File: config.mk
export PLATFORM = sky130hd
export DESIGN_NAME = regfile_wb_sched_flat
export DESIGN_NICKNAME = d
export VERILOG_FILES = /design/src/rtl/regfile_wb_sched_if.sv /design/src/rtl/regfile_wb_sched.sv /design/src/flat_wrapper.sv
export SDC_FILE = /design/constraint.sdc
export NUM_CORES = 1
export LEC_CHECK = 0
export BUFFER_PORTS_ARGS = -buffer_cell sky130_fd_sc_hd__buf_2
export CAP_MARGIN = 20
export CORE_ASPECT_RATIO = 2
export CORE_MARGIN = 4
export CORE_UTILIZATION = 51
export DETAILED_ROUTE_END_ITERATION = 6
export PLACE_DENSITY_LB_ADDON = 0.08
export RECOVER_POWER = 25
export SLEW_MARGIN = 20
export SYNTH_ARGS = -nofsm -noshare
export SYNTH_HDL_FRONTEND = slang
export SYNTH_SLANG_ARGS = --single-unit
File: constraint.sdc
create_clock -name clk -period 3.2 [get_ports clk]
set_input_delay 0.48 -clock clk [delete_from_list [all_inputs] [get_ports clk]]
set_output_delay 0.48 -clock clk [all_outputs]
set_load 0.05 [all_outputs]
File: src/rtl/regfile_wb_sched_if.sv
// Handshake and write-port bundle between issue, ALU, LSU and the write-back scheduler.
interface regfile_wb_sched_if #(
   parameter int XLEN         = 32,
   parameter int REG_ADDR_LEN = 5
);
   logic                    iss_valid;
   logic [REG_ADDR_LEN-1:0] iss_rs1;
   logic [REG_ADDR_LEN-1:0] iss_rs2;
   logic [REG_ADDR_LEN-1:0] iss_rd;
   logic                    iss_wr;
   logic                    iss_stall;

   logic                    alu_valid;
   logic [REG_ADDR_LEN-1:0] alu_rd;
   logic [XLEN-1:0]         alu_data;
   logic                    alu_ready;

   logic                    lsu_valid;
   logic [REG_ADDR_LEN-1:0] lsu_rd;
   logic [XLEN-1:0]         lsu_data;
   logic                    lsu_ready;

   logic                    rf_we;
   logic [REG_ADDR_LEN-1:0] rf_wa;
   logic [XLEN-1:0]         rf_wdata;

   modport slave (
      input  iss_valid, iss_rs1, iss_rs2, iss_rd, iss_wr,
      output iss_stall,
      input  alu_valid, alu_rd, alu_data,
      output alu_ready,
      input  lsu_valid, lsu_rd, lsu_data,
      output lsu_ready,
      output rf_we, rf_wa, rf_wdata
   );

   modport master (
      output iss_valid, iss_rs1, iss_rs2, iss_rd, iss_wr,
      input  iss_stall,
      output alu_valid, alu_rd, alu_data,
      input  alu_ready,
      output lsu_valid, lsu_rd, lsu_data,
      input  lsu_ready,
      input  rf_we, rf_wa, rf_wdata
   );
endinterface

File: src/rtl/regfile_wb_sched.sv
// Write-back scheduler: round-robin ALU/LSU arbitration onto one registered regfile
// write port, with a busy scoreboard that stalls issue on RAW/WAW hazards.
module regfile_wb_sched #(
   parameter int XLEN         = 32,
   parameter int REG_ADDR_LEN = 5
) (
   input logic               clk,
   input logic               reset,
   regfile_wb_sched_if.slave bus
);
   localparam int NREG = 1 << REG_ADDR_LEN;

   logic [NREG-1:0]         r_busy;
   logic                    r_last;
   logic                    r_we;
   logic [REG_ADDR_LEN-1:0] r_wa;
   logic [XLEN-1:0]         r_wdata;

   logic                    w_gnt_alu;
   logic                    w_gnt_lsu;
   logic                    w_gnt;
   logic [REG_ADDR_LEN-1:0] w_gnt_rd;
   logic [XLEN-1:0]         w_gnt_data;
   logic [NREG-1:0]         w_busy;
   logic                    w_stall;
   logic                    w_fire;
   logic [NREG-1:0]         w_busy_nxt;

   // r_last = 1 means the LSU was granted last, so the ALU wins the next tie
   always_comb begin
      w_gnt_alu = !reset && bus.alu_valid && (!bus.lsu_valid || r_last);
      w_gnt_lsu = !reset && bus.lsu_valid && (!bus.alu_valid || !r_last);
      w_gnt     = w_gnt_alu || w_gnt_lsu;
      if (w_gnt_lsu) begin
         w_gnt_rd   = bus.lsu_rd;
         w_gnt_data = bus.lsu_data;
      end else begin
         w_gnt_rd   = bus.alu_rd;
         w_gnt_data = bus.alu_data;
      end
   end

   always_comb begin
      w_busy    = r_busy;
      w_busy[0] = 1'b0;
      w_stall   = bus.iss_valid && (w_busy[bus.iss_rs1] || w_busy[bus.iss_rs2] ||
                                    (bus.iss_wr && w_busy[bus.iss_rd]));
      w_fire    = bus.iss_valid && !w_stall;
   end

   // Clear first, then set, so an issue to a register whose write commits this cycle stays busy
   always_comb begin
      w_busy_nxt = r_busy;
      if (r_we)
         w_busy_nxt[r_wa] = 1'b0;
      if (w_fire && bus.iss_wr && (bus.iss_rd != '0))
         w_busy_nxt[bus.iss_rd] = 1'b1;
      w_busy_nxt[0] = 1'b0;
   end

   always_ff @(posedge clk) begin
      if (reset) begin
         r_busy  <= '0;
         r_last  <= 1'b1;
         r_we    <= 1'b0;
         r_wa    <= '0;
         r_wdata <= '0;
      end else begin
         r_busy <= w_busy_nxt;
         if (w_gnt) begin
            r_last  <= w_gnt_lsu;
            r_we    <= (w_gnt_rd != '0);
            r_wa    <= w_gnt_rd;
            r_wdata <= w_gnt_data;
         end else begin
            r_we <= 1'b0;
         end
      end
   end

   assign bus.iss_stall = w_stall;
   assign bus.alu_ready = w_gnt_alu;
   assign bus.lsu_ready = w_gnt_lsu;
   assign bus.rf_we     = r_we;
   assign bus.rf_wa     = r_wa;
   assign bus.rf_wdata  = r_wdata;
endmodule
File: src/flat_wrapper.sv
// flat-port wrapper written by rule: the top's interface ports become plain ports
module regfile_wb_sched_flat 
#(
   parameter int XLEN         = 32,
   parameter int REG_ADDR_LEN = 5
)
  (clk, reset, bus_iss_valid, bus_iss_rs1, bus_iss_rs2, bus_iss_rd, bus_iss_wr, bus_iss_stall, bus_alu_valid, bus_alu_rd, bus_alu_data, bus_alu_ready, bus_lsu_valid, bus_lsu_rd, bus_lsu_data, bus_lsu_ready, bus_rf_we, bus_rf_wa, bus_rf_wdata);
  regfile_wb_sched_if #(.XLEN(XLEN), .REG_ADDR_LEN(REG_ADDR_LEN)) bus_i ();
  input logic clk;
  input logic reset;
  input wire logic [$bits(bus_i.iss_valid)-1:0] bus_iss_valid;
  input wire logic [$bits(bus_i.iss_rs1)-1:0] bus_iss_rs1;
  input wire logic [$bits(bus_i.iss_rs2)-1:0] bus_iss_rs2;
  input wire logic [$bits(bus_i.iss_rd)-1:0] bus_iss_rd;
  input wire logic [$bits(bus_i.iss_wr)-1:0] bus_iss_wr;
  output wire logic [$bits(bus_i.iss_stall)-1:0] bus_iss_stall;
  input wire logic [$bits(bus_i.alu_valid)-1:0] bus_alu_valid;
  input wire logic [$bits(bus_i.alu_rd)-1:0] bus_alu_rd;
  input wire logic [$bits(bus_i.alu_data)-1:0] bus_alu_data;
  output wire logic [$bits(bus_i.alu_ready)-1:0] bus_alu_ready;
  input wire logic [$bits(bus_i.lsu_valid)-1:0] bus_lsu_valid;
  input wire logic [$bits(bus_i.lsu_rd)-1:0] bus_lsu_rd;
  input wire logic [$bits(bus_i.lsu_data)-1:0] bus_lsu_data;
  output wire logic [$bits(bus_i.lsu_ready)-1:0] bus_lsu_ready;
  output wire logic [$bits(bus_i.rf_we)-1:0] bus_rf_we;
  output wire logic [$bits(bus_i.rf_wa)-1:0] bus_rf_wa;
  output wire logic [$bits(bus_i.rf_wdata)-1:0] bus_rf_wdata;
  assign bus_i.iss_valid = bus_iss_valid;
  assign bus_i.iss_rs1 = bus_iss_rs1;
  assign bus_i.iss_rs2 = bus_iss_rs2;
  assign bus_i.iss_rd = bus_iss_rd;
  assign bus_i.iss_wr = bus_iss_wr;
  assign bus_iss_stall = bus_i.iss_stall;
  assign bus_i.alu_valid = bus_alu_valid;
  assign bus_i.alu_rd = bus_alu_rd;
  assign bus_i.alu_data = bus_alu_data;
  assign bus_alu_ready = bus_i.alu_ready;
  assign bus_i.lsu_valid = bus_lsu_valid;
  assign bus_i.lsu_rd = bus_lsu_rd;
  assign bus_i.lsu_data = bus_lsu_data;
  assign bus_lsu_ready = bus_i.lsu_ready;
  assign bus_rf_we = bus_i.rf_we;
  assign bus_rf_wa = bus_i.rf_wa;
  assign bus_rf_wdata = bus_i.rf_wdata;
  regfile_wb_sched #(.XLEN(XLEN), .REG_ADDR_LEN(REG_ADDR_LEN)) u_core (.clk(clk), .reset(reset), .bus(bus_i));
endmodule
## After elaboration in Yosys (flattened, before gate mapping)

Cells that the tools add are included.

- Register bits after elaboration: 71
- Logic and storage cells: 54
- Output and inout bits: 41

- Reductions and logical operators: 24
- $lt $le $gt $ge: 6
- Mux-type cells: 14
- Bitwise operators: 4

Operators by type and width:

| cell | count |
|---|---|
| $mux 32 | 3 |
| $and 32x32->32 | 1 |
| $not 32->32 | 1 |
| $or 32x32->32 | 1 |
| $lt 5x6->1 const B | 4 |
| $bmux 1 s5 | 3 |
| $logic_and 1x1->1 | 11 |
| $demux 1 s5 | 2 |
| $ge 5x1->1 const B | 2 |
| $reduce_bool 5->1 | 2 |
| $logic_not 1->1 | 5 |
| $logic_or 1x1->1 | 5 |
| $mux 1 | 5 |
| $mux 5 | 1 |
| $reduce_or 2->1 | 1 |
| $not 1->1 | 1 |

## Longest topological paths before layout

- Depth after elaboration: 10
- Depth in mapped cells: 8
- Gate-level depth less buffers: 5

## Worst setup path after synthesis

Ideal clock, no wire load.

- Kind: input port to output port
- From: input port bus_iss_rs1[2]
- To: output port bus_iss_stall
- Required time: 2,720 ps
- Path slack: 319 ps
- Cell stages on the path: 7
- Buffers on the path: 2
- Arrival time: 2,401 ps
- Cell sequence: clkbuf_1 mux4_2 a2bb2oi_1 a221oi_2 o211ai_2 buf_6 o21a_1

- Longest elaborated chain between the ends: 5

Ends and longest elaborated chain:

| element | RTL line | text |
|---|---|---|
| from (decl) | flat_wrapper.sv:12 | `input wire logic [$bits(bus_i.iss_rs1)-1:0] bus_iss_rs1;` |
| $bmux 1 s5 | regfile_wb_sched.sv:46 | `w_stall = bus.iss_valid && (w_busy[bus.iss_rs1] \|\| w_busy[bus.iss_rs2] \|\|` |
| $mux 1 (implied by the code) | regfile_wb_sched.sv:46 |  |
| $logic_or 1x1->1 (2 in a row) | regfile_wb_sched.sv:46 |  |
| $logic_and 1x1->1 | regfile_wb_sched.sv:46 |  |
| to (decl) | flat_wrapper.sv:16 | `output wire logic [$bits(bus_i.iss_stall)-1:0] bus_iss_stall;` |

Every way passes these cells. The select of a mux whose other input is x is not followed.

## Worst setup path in the final report

- From: register u_core.r_busy[19]
- To: output port bus_iss_stall

- Longest elaborated chain between the ends: 5

Ends and longest elaborated chain:

| element | RTL line | text |
|---|---|---|
| from (decl) | regfile_wb_sched.sv:13 | `logic [NREG-1:0] r_busy;` |
| from (signal assigned) | regfile_wb_sched.sv:69 | `r_busy <= w_busy_nxt;` |
| $bmux 1 s5 (on tied branches) | regfile_wb_sched.sv:46, regfile_wb_sched.sv:47 |  |
| $mux 1 (on tied branches) | regfile_wb_sched.sv:46, regfile_wb_sched.sv:47 |  |
| $logic_or 1x1->1 / $logic_and 1x1->1 (equally long branches) | regfile_wb_sched.sv:46, regfile_wb_sched.sv:47 |  |
| $logic_or 1x1->1 * | regfile_wb_sched.sv:46 |  |
| $logic_and 1x1->1 * | regfile_wb_sched.sv:46 |  |

Every way passes the cells marked *; elsewhere a longest branch is shown, timed or not. The select of a mux whose other input is x is not followed.

==> flow_summary.yaml <==
detailed_routing:
  routed_wirelength_um: 14000
  routed_via_density: 6.21
  drtIter0Drc: 403
  wl_per_cell_um: 21.2
  ant_nets: 0
  drtPass1Iterations: 4
  drc_errors: 0
  via_count: 4114
clock_network:
  clkSlewWorstSetupHoldPaths_ns: 0.05
  cts.path.max_buffers: 2
  post_cts_buffers: 0
  htree_levels: 3
  cts_tree: "built"
  cts_resized: 0
  cts.hold.buffers_added: 0
  clk-insertion-delay-late_ns: 0.33
  root_buffer: "clkbuf_16"
  cts.sinks: 70
  cts_buffers: 9
logic_synthesis:
  synth_seq_area_share: 0.334
  synth_cells: 452
  synth_area_um2: 4200
  yosys_warnings: 0
  synthFlopType: "dfxtp_1"
  ys_types: 50
  ys_seq_elements: 70
  ys_async_sr_fraction: 0
  synth.avg_cell_area_um2: 9.30
  synth_fp_nets: 547
  synth_edf_count: 0
setup_path:
  cp-start-kind: "flip-flop"
  crit_start: "u_core.r_busy[19]"
  cp.required_ns: 2.72
  critPathBufInv: 1
  critPathCapture: "bus_iss_stall"
  path_cells: "mux4_1, mux2_2, a221oi_2, o211ai_2, o21a_1, buf_2"
  cpPeakStageDelay_ns: 0.52
  path_class: "reg2out"
  worst-path-stages: 6
  cp.arrival_ns: 2.50
  reg2reg_depth: 6
  r2r_end: "u_core.r_busy[16]"
  r2r_start: "u_core.r_busy[19]"
  r2r_slack_ns: 0.65
  crit_fanout: 4
  crit_path_end_kind: "primary output"
  slowest_stage: "mux4_1"
  crit_family: "multiplexers"
floorplanning:
  row_count: 46
  dieArea_um2: 9840
  coreArea_um2: 8000
  die_y_um: 136
  initial_core_util: 0.525
  ioPinCount: 136
  die_w_um: 72.2
power:
  switching_share: 0.299
  clockPowerShare: 0.413
  p_int_mw: 1.71
  ir_worst_vdd_v: 0.000351
  p_switching_mw: 0.730
  power_density_nw_per_um2: 476
  power_frac_comb: 0.197
  seq_power_share: 0.390
  leakagePower_nw: 2.03
grt:
  grt_util_all_layers: 0.298
  grt_pass1_vias: 4269
  grt_max_degree: 48
  grt_pass1_wl_um: 22200
  grt.overflow.total: 0
  antenna_found_initial: 0
place:
  place.gp.congestion: 0.960
  io_buffers: 135
  dpl.hpwl_um: 10900
final_layout:
  antenna_cells: 0
  n_fill_cell: 729
  area_growth_pct: 22.2
  nets: 657
  drive_gt1_frac: 0.282
  fin_util: 0.642
run_status:
  violations: "capacitance limit, slew limit"
  status: "finished with violations"
sta:
  finalHoldViolCount: 0
  worst_pin_slew_ns: 1.51
  min_period_over_period: 0.930
  max_freq_ghz: 0.336
  rsz0062_at_grt: "no"
  finalMaxSlewViolations: 39
  final.setup_skew_ns: 0.00500
  final.setup.tns_ns: 0
  fin_crit_ns: 2.98
  report.final.setup_viol: 0
  slew_headroom: -0.00335
min_path:
  hold_path_depth: 3
  hp-class: "in2reg"
job:
  maxCapViolations: 1
worst register-to-register path, delay by kind of cell (launching register included):
family	cells	cell delay (ns)
flops	1	0.39
mux	2	0.80
buf+inv	1	0.26
compound gates	3	0.98
cell families after synthesis:
logic type | share of synthesized area
AO/OA/AOI/OAI | 0.194
buffers and inverters | 0.0536
flip-flops | 0.334
multiplexers | 0.214
AND/OR/NAND/NOR | 0.204
power by group through the flow:
stage | combinational (mW) | clock (mW) | sequential [mW]
2_1_floorplan | 0.215 | 0 | 1.10
3_3_place_gp | 0.482 | 0 | 0.968
3_5_place_dp | 0.490 | 0 | 0.968
4_1_cts | 0.490 | 1.03 | 0.951
5_1_grt | 0.515 | 1.05 | 0.959
6_report | 0.482 | 1.01 | 0.952
metrics by stage:
stage	area (um^2)	hold WS [ns]	setup WS, ns	instances	power (mW)
final	5140	0.407	0.223	663	2.44
after global routing	5140	0.432	0.222	663	2.53
after CTS	5170	0.400	0.268	663	2.47
after detailed placement	4870	0.533	0.293	647	1.46
after global placement	4870	0.496	0.297	647	1.45
after floorplan	4200	0.472	0.319	452	1.31
worst min-delay path by stage:
stage	end	from
after floorplan	u_core.r_busy[2]	u_core.r_busy[2]
after CTS	u_core.bus.rf_we	bus_alu_rd[0]
after global placement	u_core.r_last	u_core.r_last
after detailed placement	u_core.r_last	u_core.r_last
final	u_core.bus.rf_we	bus_alu_rd[0]
after global routing	u_core.bus.rf_we	bus_alu_rd[0]
state kept, by name, summed over array words and instances, names as in the netlist:
signal               cells
u_core.bus.rf_we         1
u_core.bus.rf_wdata     32
u_core.r_last            1
u_core.r_busy           31
u_core.bus.rf_wa         5
Yosys cell counts (all sizes together) (13+ instances only):
cell type  count  area [um^2]
buf           13         82.6
clkbuf        32          120
dfxtp         70         1400
o41ai         28          253
o21ai         21          105
nor2          44          165
nand3b        20          150
mux4          16          372
a211oi        37          278
mux2i         45          450
nand2         25         93.8
nor2b         23          144
cells in the final DEF, fill, tap and decap left out, types with 7 or more instances in the layout:
| cell | netlist | layout |
|---|---|---|
| nor2b_1 | 23 | 23 |
| nand2_1 | 25 | 25 |
| clkbuf_16 | 0 | 9 |
| buf_2 | 3 | 108 |
| buf_4 | 0 | 9 |
| nand3_1 | 7 | 7 |
| clkbuf_1 | 32 | 29 |
| mux2i_1 | 45 | 45 |
| nor2_1 | 44 | 44 |
| dfxtp_1 | 70 | 70 |
| nand2b_1 | 7 | 7 |
| nand3b_1 | 20 | 20 |
| o41ai_1 | 27 | 27 |
| a211oi_1 | 37 | 37 |
| mux2_2 | 7 | 7 |
| o21ai_0 | 21 | 21 |
| mux4_2 | 13 | 13 |
final cells by class:
type | instances | area, um^2 | area share
multi-input cells | 331 | 2580 | 0.502
flip-flops and latches | 70 | 1400 | 0.273
repair buffers | 144 | 709 | 0.138
clock buffers | 13 | 260 | 0.0507
well taps | 96 | 120 | 0.0234
clock inverters | 3 | 42.5 | 0.00828
inverters | 6 | 22.5 | 0.00438
metal layers:
layer	wire length, um	track usage
met1	4510	0.287
met2	7850	0.557
met3	815	0.0518
met4	866	0.197
met5	0	0
Power figures use the tool's default switching activity.
